<file path="src/rtl/jk_bank_arbiter.sv">
// Bank of N_FF JK flip-flops with a two-requester round-robin arbiter and an optional lock.
// One granted {j,k} op per cycle is applied to the addressed flop; out-of-range indices raise err.
module jk_bank_arbiter #(
  parameter int N_FF  = 8,
  parameter int IDX_W = 3
) (
  input  logic             clk,
  input  logic             reset,
  input  logic             req0_valid,
  input  logic [IDX_W-1:0] req0_idx,
  input  logic [1:0]       req0_jk,
  input  logic             req0_lock,
  output logic             req0_ready,
  input  logic             req1_valid,
  input  logic [IDX_W-1:0] req1_idx,
  input  logic [1:0]       req1_jk,
  input  logic             req1_lock,
  output logic             req1_ready,
  output logic [N_FF-1:0]  q,
  output logic             err,
  output logic [1:0]       owner
);

  // State encoding doubles as the owner code, so owner comes straight from a register.
  typedef enum logic [1:0] {
    IDLE  = 2'b00,
    LOCK0 = 2'b01,
    LOCK1 = 2'b10
  } state_t;

  localparam logic [IDX_W:0] LIMIT = (IDX_W + 1)'(N_FF);

  state_t            r_state;
  logic              r_prio;
  logic [N_FF-1:0]   r_q;
  logic              r_err;

  logic              w_ready0;
  logic              w_ready1;
  logic              w_xfer0;
  logic              w_xfer1;
  logic              w_xfer;
  logic [IDX_W-1:0]  w_idx;
  logic [1:0]        w_jk;
  logic              w_lock;
  logic              w_inRange;
  logic [N_FF-1:0]   w_qNext;

  always_comb begin
    w_ready0 = 1'b0;
    w_ready1 = 1'b0;
    case (r_state)
      IDLE: begin
        w_ready0 = req0_valid && (!req1_valid || !r_prio);
        w_ready1 = req1_valid && (!req0_valid ||  r_prio);
      end
      LOCK0:   w_ready0 = req0_valid;
      LOCK1:   w_ready1 = req1_valid;
      default: ;
    endcase
  end

  assign w_xfer0   = req0_valid && w_ready0;
  assign w_xfer1   = req1_valid && w_ready1;
  assign w_xfer    = w_xfer0 || w_xfer1;
  assign w_idx     = w_xfer1 ? req1_idx  : req0_idx;
  assign w_jk      = w_xfer1 ? req1_jk   : req0_jk;
  assign w_lock    = w_xfer1 ? req1_lock : req0_lock;
  assign w_inRange = ({1'b0, w_idx} < LIMIT);

  // Only the addressed flop can change; an out-of-range index matches no flop.
  always_comb begin
    w_qNext = r_q;
    for (int i = 0; i < N_FF; i++) begin
      if (w_xfer && w_inRange && (w_idx == IDX_W'(i))) begin
        case (w_jk)
          2'b01:   w_qNext[i] = 1'b0;
          2'b10:   w_qNext[i] = 1'b1;
          2'b11:   w_qNext[i] = ~r_q[i];
          default: w_qNext[i] = r_q[i];
        endcase
      end
    end
  end

  always_ff @(posedge clk or posedge reset) begin
    if (reset) begin
      r_state <= IDLE;
      r_prio  <= 1'b0;
    end else if (w_xfer0) begin
      r_state <= req0_lock ? LOCK0 : IDLE;
      if (!req0_lock) r_prio <= 1'b1;
    end else if (w_xfer1) begin
      r_state <= req1_lock ? LOCK1 : IDLE;
      if (!req1_lock) r_prio <= 1'b0;
    end
  end

  always_ff @(posedge clk or posedge reset) begin
    if (reset) begin
      r_q   <= '0;
      r_err <= 1'b0;
    end else begin
      r_q   <= w_qNext;
      r_err <= w_xfer && !w_inRange;
    end
  end

  // w_lock is folded into the state update above per requester; keep it observable for clarity.
  logic w_unusedLock;
  assign w_unusedLock = w_lock;

  assign req0_ready = w_ready0;
  assign req1_ready = w_ready1;
  assign q          = r_q;
  assign err        = r_err;
  assign owner      = r_state;

endmodule
</file>
<file path="config.mk">
export PLATFORM = sky130hd
export DESIGN_NAME = jk_bank_arbiter
export DESIGN_NICKNAME = d
export VERILOG_FILES = /design/src/rtl/jk_bank_arbiter.sv
export SDC_FILE = /design/constraint.sdc
export NUM_CORES = 1
export LEC_CHECK = 0
export CORE_ASPECT_RATIO = 0.75
export CORE_MARGIN = 2
export CORE_UTILIZATION = 40
export CTS_BUF_LIST = sky130_fd_sc_hd__clkbuf_2 sky130_fd_sc_hd__clkbuf_4 sky130_fd_sc_hd__clkbuf_8
export CTS_CLUSTER_DIAMETER = 60
export CTS_CLUSTER_SIZE = 25
export DETAILED_ROUTE_END_ITERATION = 10
export HOLD_SLACK_MARGIN = 0.05
export PLACE_DENSITY = 0.68
export SLEW_MARGIN = 20
export SYNTH_ARGS = -nofsm -noshare
export SYNTH_HDL_FRONTEND = slang
export SYNTH_SLANG_ARGS = --single-unit
</file>
<file path="constraint.sdc">
create_clock -name clk -period 2.7 [get_ports clk]
set_clock_uncertainty 0.15 [all_clocks]
set_input_delay 0.54 -clock clk [delete_from_list [all_inputs] [get_ports clk]]
set_output_delay 0.54 -clock clk [all_outputs]
set_load 0.01 [all_outputs]
</file>
==> results of run 1 <==
power by group:
| group | total (mW) | switching [mW] | internal [mW] |
|---|---|---|---|
| logic | 0.564 | 0.249 | 0.315 |
| clock network | 0.127 | 0.0596 | 0.0674 |
| registers | 0.319 | 0.0720 | 0.247 |
through the flow:
step | worst slack [ns] | instance area, um2 | hold slack (ns) | util [%]
4_1_cts | 0.123 | 1320 | 0.368 | 51.3
2_1_floorplan | 0.849 | 1070 | 0.242 | -
3_5_place_dp | 0.131 | 1290 | 0.355 | 50.1
5_1_grt | 0.0418 | 1320 | 0.433 | 51.3
3_3_place_gp | 0.126 | 1290 | 0.343 | 50.1
6_report | 0.114 | 1320 | 0.369 | 51.3
cells by family after synthesis:
group / after synthesis
AND/OR/NAND/NOR: 20
flip-flops: 11
AO/OA/AOI/OAI: 38
other: 1
buffers and inverters: 16
multiplexers: 8
cell usage after synthesis (2+ instances only):
cell       instances
nand2b_4           2
a211o_1            2
o2111ai_1         12
a211oi_1           4
mux4_2             8
nand2b_1           2
and4b_1            2
buf_4              2
inv_1              3
buf_6              7
o21ai_0            3
nor2_1             2
and2b_1            4
nand2_1            6
dfrtp_1           11
a22o_1             2
a2111oi_0          4
nor2b_4            2
o2111a_1           8
flip-flops by register name, summed over array words and instances, names as in the netlist:
| register | cells |
|---|---|
| r_prio | 1 |
| q | 8 |
| owner | 2 |
layer usage:
metal  wire length, um  vias up
met3               104        2
met4                13        0
met2              1210       26
li1                  -      436
met5                 0        -
met1              1280      438
final timing paths:
path	slack, ns	cells past startpoint	endpoint	start
min in group asynchronous	0.41	2	owner[0]	reset
min	0.37	1	r_prio	r_prio
max in group asynchronous	1.68	2	r_prio	reset
max	0.11	4	req1_ready	req1_valid
max reg2reg	0.84	3	q[1]	owner[1]
min reg2reg	0.37	1	r_prio	r_prio
worst max-delay path, cell delays in order:
cell and delay, ns:
clkdlybuf4s50_1 0.47, nor2b_4 0.16, o21a_1 0.17, clkdlybuf4s50_1 0.56
cell type report:
type,instances,area [um2]
multi-input combinational,67,662
clock buffer,4,30.0
sequential,11,275
inverter,3,11.3
timing repair buffer,31,300
tap,36,45.0
fill,243,1260
==> impl_metrics.yaml, run 1 <==
outcome:
  status: "completed"
floorplan:
  fp.dieW_um: 63.8
  die_area_um2: 3120
  start_util_pct: 41.5
  die_h_um: 48.8
  ios: 29
  core_area_um2: 2580
  rows: 16
logic_synthesis:
  ys_seq_elements: 11
  synth_flop_cell: "dfrtp_1"
  ys_warn_count: 0
  netlist_area_um2: 1070
  synth_edf_count: 0
  yosysSeqAreaShare_pct: 25.7
  synthArstFlopShare_pct: 100
  synth_compound_area_share_pct: 30.8
  synth_area_leaders: "dfrtp_1 26%, mux4_2 17%, o2111ai_1 9.8%, o2111a_1 8.4%, buf_6 7.4%"
  synth_nets: 110
  synthMuxAreaShare_pct: 16.8
  yosys.area.top_type: "dfrtp_1"
  synth_cell_type_count: 27
  synthSimpleGateAreaFrac_pct: 13.8
  synth_top_family_by_area: "compound AO/OA/AOI/OAI gates"
  netlist.area_leader.share_pct: 25.7
  yosys.area_share.xor_xnor_pct: 0
  synthAdderAreaFrac_pct: 0
  syn-instance-count: 94
  avgSynthCellArea_um2: 11.4
routing:
  antenna_left: 0
  drt_first_iter_violations: 22
  vias_per_cell: 5.93
  drc: 0
  vias: 902
  drt-total-wl_mm: 2.61
  wl_per_cell_um: 17.1
  drt-pass1-iter-count: 4
grt:
  antenna_found_initial: 0
  grtUsageMet1_pct: 26.2
  top_usage_layer: "met2"
  grt_use_total_pct: 18.9
  grt_use_met3_pct: 5.08
  grt_pass1_wl_mm: 4.46
  overflow: 0
  use_met2_pct: 29.5
  grt_start_max_net_pins: 23
  first_global_vias: 882
clock_tree:
  cts_tree: "done"
  ctsResizeCount: 0
  insertion_delay_ns: 0.27
  max-clock-path-buffers: 2
  cts_sinks: 11
  post_cts_buffers: 0
  clk_pin_slew_ns: 0.07
  cts_hold_buf: 0
  clockRootBuffer: "clkbuf_4"
  cts_max_level: 1
  cts_made_buffers: 3
power:
  peakVddDrop_mv: 0.477
  p_total_mw: 1.01
  power-per-cell-area_nw_per_um2: 763
  p_leak_nw: 0.496
layout:
  diodes: 0
  layout-drive-gt1-share_pct: 17.2
  final_common_cell: "clkdlybuf4s50_1"
  final_cells: 152
  nNetsFinal: 133
  area_delta_synth_final_pct: 23.5
  most-common-layout-cells: "27 x clkdlybuf4s50_1, 12 x o2111ai_1, 11 x dfrtp_1"
worst_setup_path:
  crit_arrival_ns: 1.90
  cp-start-kind: "input port"
  endpoint_kind: "primary output"
  crit_required_ns: 2.01
  path_class: "in2out"
  cp_max_fo: 3
sta:
  drv_slew: 0
  rsz0062_at_grt: "false"
  period_minus_slack_ns: 2.59
  hold_viol_final: 0
  max_clock_freq_mhz: 387
  setup_viol: 0
  period_share_pct: 95.8
  setup_tns_ns: 0
placed_design:
  dp_hpwl_mm: 1.98
  placed_cells: 148
  portBuffers: 27
  finalWeightedCongestion: 0.825
run:
  maxCapViolCount: 0
worst_hold_path:
  hold_path.class: "reg2reg"
(Power assumes the default switching activity.)
==> run 2: changes to the inputs <==
--- a/config.mk
+++ b/config.mk
@@ -7,13 +7,12 @@
 export LEC_CHECK = 0
 export CORE_ASPECT_RATIO = 0.75
 export CORE_MARGIN = 2
-export CORE_UTILIZATION = 40
+export CORE_UTILIZATION = 37
 export CTS_BUF_LIST = sky130_fd_sc_hd__clkbuf_2 sky130_fd_sc_hd__clkbuf_4 sky130_fd_sc_hd__clkbuf_8
 export CTS_CLUSTER_DIAMETER = 60
 export CTS_CLUSTER_SIZE = 25
 export DETAILED_ROUTE_END_ITERATION = 10
 export HOLD_SLACK_MARGIN = 0.05
-export PLACE_DENSITY = 0.68
 export SLEW_MARGIN = 20
 export SYNTH_ARGS = -nofsm -noshare
 export SYNTH_HDL_FRONTEND = slang
==> run 2 against run 1 <==
Cell area rose by 1.3%. Sequential cell count stayed put. Combinational power is 0.7% higher. Critical endpoint is now req0_ready. Power grew 5.6%. Final cell count stayed put. Routed wire length increased by 8.5%. Count of clock-buffer cells in the layout unchanged. Largest cell class unchanged. Critical path depth unchanged. Critical path type unchanged.
==> impl_metrics.yaml, run 2 (synthesis results as in run 1) <==
outcome:
  status: "completed"
grt:
  first_global_vias: 878
  antenna_found_initial: 0
  grt_start_max_net_pins: 23
  overflow: 0
  grt_pass1_wl_mm: 4.53
  grt_use_total_pct: 17.8
floorplan:
  ios: 29
  core_area_um2: 2680
  fp.dieW_um: 66.2
  die_h_um: 50.6
  start_util_pct: 40.0
  rows: 16
  die_area_um2: 3350
routing:
  vias_per_cell: 6.26
  drc: 0
  wl_per_cell_um: 18.6
  antenna_left: 0
  drt-pass1-iter-count: 4
  drt-total-wl_mm: 2.83
  vias: 952
  drt_first_iter_violations: 32
clock_tree:
  post_cts_buffers: 0
  insertion_delay_ns: 0.24
  clk_pin_slew_ns: 0.05
  max-clock-path-buffers: 2
  ctsResizeCount: 1
  cts_max_level: 1
  cts_made_buffers: 3
  clockRootBuffer: "clkbuf_8"
  cts_tree: "done"
  cts_hold_buf: 0
  cts_sinks: 11
sta:
  hold-worst-slack_ns: 0.395
  setup_viol: 0
  period_minus_slack_ns: 2.61
  hold_viol_final: 0
  rsz0062_at_grt: "false"
  max_clock_freq_mhz: 383
  drv_slew: 0
  max-slew-margin-rel_pct: 61.3
  period_share_pct: 96.6
  worst_pin_slew_ns: 0.566
  setup_tns_ns: 0
power:
  p_int_uw: 678
  combPwrFrac_pct: 53.2
  switchingPower_uw: 389
  seqPwrFrac_pct: 29.7
  peakVddDrop_mv: 0.337
  p_leak_nw: 0.507
  power-per-cell-area_nw_per_um2: 796
  power_frac_clock_pct: 17.1
  p_sw_share_pct: 36.5
worst_setup_path:
  crit_required_ns: 2.01
  slowest_stage: "clkdlybuf4s50_1"
  cp-start-kind: "input port"
  regToRegSetupSlack_ns: 0.83
  slowest_delay_ns: 0.56
  cp_common_cell: "clkdlybuf4s50_1"
  crit_arrival_ns: 1.92
  cp_max_fo: 4
  path_class: "in2out"
  path_cells: "clkdlybuf4s50_1 -> nor2b_4 -> a21oi_1 -> clkdlybuf4s50_1"
  endpoint_kind: "primary output"
run:
  maxCapViolCount: 0
layout:
  most-common-layout-cells: "26 x clkdlybuf4s50_1, 12 x o2111ai_1, 11 x dfrtp_1"
  layout-drive-gt1-share_pct: 17.2
  n_fill_cell: 264
  area_delta_synth_final_pct: 25.1
  largest_register_ffs: 8
  nNetsFinal: 133
  final_common_cell: "clkdlybuf4s50_1"
  diodes: 0
placed_design:
  portBuffers: 27
  dp_hpwl_mm: 2.02
  finalWeightedCongestion: 0.838
worst_hold_path:
  hold_path.class: "reg2reg"
-- run 2: changes by cell type in the layout (fill, tap and decap cells not counted), sizes merged --
cell,change
clkdlybuf4s50,-1
dlygate4sd2,+1
-- run 2: final cells by class --
class / count / area [um2] / share of cell area, %
repair buffers: 31 / 299 / 22.3
flip-flops and latches: 11 / 275 / 20.5
multi-input cells: 67 / 662 / 49.3
inverters: 3 / 11.3 / 0.840
well taps: 36 / 45.0 / 3.36
clock buffers: 4 / 48.8 / 3.64
-- run 2: final timing paths --
path / startpoint / cells after the start / to
min in group asynchronous: reset / 2 / r_prio
setup reg to reg: owner[1] / 3 / q[2]
hold reg to reg: r_prio / 1 / r_prio
hold / removal: r_prio / 1 / r_prio
max in group asynchronous: reset / 2 / q[2]
setup / recovery: req1_valid / 4 / req0_ready
-- run 2: stage by stage --
step	worst slack, ns	std cells	util, %	power (mW)	cell area [um2]
after floorplan	0.849	94	-	0.676	1070
after detailed placement	0.000992	148	48.2	0.885	1290
after CTS	0.0886	152	50.0	1.07	1340
after global routing	0.0368	152	50.0	1.14	1340
final	0.0913	152	50.0	1.07	1340
after global placement	0.00616	148	48.2	0.883	1290
-- run 2: worst max-delay path, delay by kind of cell --
| family | cells | cell delay (ns) |
|---|---|---|
| AOI/OAI and AO/OA | 1 | 0.19 |
| buffers and inverters | 2 | 1.02 |
| and+or+nand+nor | 1 | 0.17 |
-- run 2: metal layers --
| metal | track usage, % | share of wire [%] | vias to the layer above |
|---|---|---|---|
| met3 | 5.16 | 6.1 | 4 |
| met5 | 0 | 0 | - |
| met4 | 2.04 | 0.50 | 0 |
| met1 | 28.8 | 49 | 478 |
| li1 | - | - | 437 |
| met2 | 23.5 | 44 | 33 |
-- run 2: power groups by stage --
stage                     registers [mW]  clock network, mW  logic [mW]
after floorplan                    0.346                  0       0.330
after global placement             0.317                  0       0.566
after detailed placement           0.319                  0       0.566
after CTS                          0.317              0.189       0.570
after global routing               0.329              0.202       0.607
final                              0.317              0.182       0.568
==> run 3: changes to the inputs <==
--- a/config.mk
+++ b/config.mk
@@ -12,6 +12,7 @@
 export CTS_CLUSTER_DIAMETER = 60
 export CTS_CLUSTER_SIZE = 25
 export DETAILED_ROUTE_END_ITERATION = 10
+export DONT_BUFFER_PORTS = 1
 export HOLD_SLACK_MARGIN = 0.05
 export SLEW_MARGIN = 20
 export SYNTH_ARGS = -nofsm -noshare
==> run 3 against run 2 <==
Die area unchanged. Non-clock buffer count fell by 29. Critical path depth is 1 lower. Global-route usage shrank 1.0 points. Largest cell class unchanged.
==> impl_metrics.yaml, run 3 (synthesis results as in run 1) <==
outcome:
  status: "completed"
power:
  peakVddDrop_mv: 0.243
  p_int_uw: 515
  p_total_uw: 859
  p_sw_share_pct: 40.1
  p_leak_nw: 0.390
  combPwrFrac_pct: 36.1
  power_frac_clock_pct: 20.9
  switchingPower_uw: 345
  seqPwrFrac_pct: 43.0
  power-per-cell-area_nw_per_um2: 813
clock_tree:
  max-clock-path-buffers: 2
  clockRootBuffer: "clkbuf_8"
  cts_sinks: 11
  ctsResizeCount: 0
  clk_pin_slew_ns: 0.05
  cts_tree: "done"
  cts_hold_buf: 0
  insertion_delay_ns: 0.24
  post_cts_buffers: 0
  cts_max_level: 1
  cts_made_buffers: 3
layout:
  diodes: 0
  largest_register_ffs: 8
  final_common_cell: "o2111ai_1"
  layout-drive-gt1-share_pct: 20.7
  area_delta_synth_final_pct: -1.40
  final_cells: 123
  nNetsFinal: 104
  n_fill_cell: 274
  final_design_area_no_fill_um2: 1060
  most-common-layout-cells: "12 x o2111ai_1, 11 x dfrtp_1, 8 x o2111a_1, 8 x mux4_2, 6 x nand2_1"
routing:
  drc: 0
  antenna_left: 0
  vias_per_cell: 6.87
  drt_first_iter_violations: 26
  drt-pass1-iter-count: 4
  wl_per_cell_um: 21.3
  vias: 845
  drt-total-wl_mm: 2.63
sta:
  worst_pin_slew_ns: 0.741
  setup_viol: 0
  max-slew-margin-rel_pct: 49.3
  hold-worst-slack_ns: 0.0295
  drv_slew: 0
  period_share_pct: 83.3
  max_clock_freq_mhz: 444
  period_minus_slack_ns: 2.25
  rsz0062_at_grt: "false"
  setup_tns_ns: 0
  hold_viol_final: 0
floorplan:
  rows: 16
  fp.dieW_um: 66.2
  start_util_pct: 40.0
  die_h_um: 50.6
  die_area_um2: 3350
  core_area_um2: 2680
  ios: 29
worst_setup_path:
  cp-start-kind: "register"
  regToRegSetupSlack_ns: 0.60
  crit_required_ns: 2.01
  crit_arrival_ns: 1.56
  endpoint_kind: "primary output"
  cp_max_fo: 24
  path_class: "reg2out"
grt:
  grt_pass1_wl_mm: 4.17
  grt_use_met3_pct: 7.17
  first_global_vias: 758
  overflow: 0
  use_met2_pct: 24.2
  top_usage_layer: "met2"
  grt_start_max_net_pins: 25
  grt_use_total_pct: 16.8
  antenna_found_initial: 0
  grtUsageMet1_pct: 22.8
placed_design:
  placed_cells: 119
  portBuffers: 0
  finalWeightedCongestion: 0.794
  dp_hpwl_mm: 1.98
  placed_cell_area_um2: 1010
run:
  maxCapViolCount: 0
worst_hold_path:
  hold_path.class: "in2async"
==> run 3: changes by cell type in the layout (fill, tap and decap cells not counted) <==
cell             change
clkdlybuf4s50_1     -26
buf_4                -2
dlygate4sd2_1        -1
==> run 3: area by class of cell <==
class	instances	area (um2)	area share [%]
Multi-Input combinational cell	67	662	62.6
Sequential cell	11	275	26.0
Clock buffer	4	48.8	4.62
Tap cell	36	45.0	4.26
Timing Repair Buffer	2	15.0	1.42
Inverter	3	11.3	1.07
==> run 3: critical path, cell delays in order (launching register included) <==
cell	delay, ns
dfrtp_1	0.46
nor2b_4	0.47
o21a_1	0.22
buf_4	0.18
==> run 3: power by group through the flow <==
stage                     combinational [mW]  clock (mW)  sequential, mW
final                                  0.310       0.180           0.369
after global routing                   0.340       0.189           0.382
after CTS                              0.311       0.178           0.371
after detailed placement               0.308           0           0.371
after global placement                 0.300           0           0.373
after floorplan                        0.330           0           0.346
==> run 3: through the flow <==
step,setup slack [ns],util (%)
final,0.450,39.4
after global routing,0.330,39.4
after CTS,0.453,39.4
after detailed placement,0.536,37.6
after global placement,0.571,37.6
after floorplan,0.849,-
==> run 3: path summary, 6_finish.rpt <==
check | from | depth (start not counted) | endpoint
worst max register to register | owner[0] | 4 | q[5]
max in group asynchronous | reset | 1 | q[5]
worst min-delay path | reset | 1 | q[1]
min in group clk | req0_lock | 1 | r_prio
worst max-delay path | owner[0] | 3 | req1_ready
worst min register to register | r_prio | 1 | r_prio
==> run 3: layer usage <==
layer,vias to the layer above,part of all wire [%]
met4,0,1.1
met1,418,44
li1,376,-
met2,47,43
met5,-,0
met3,4,12
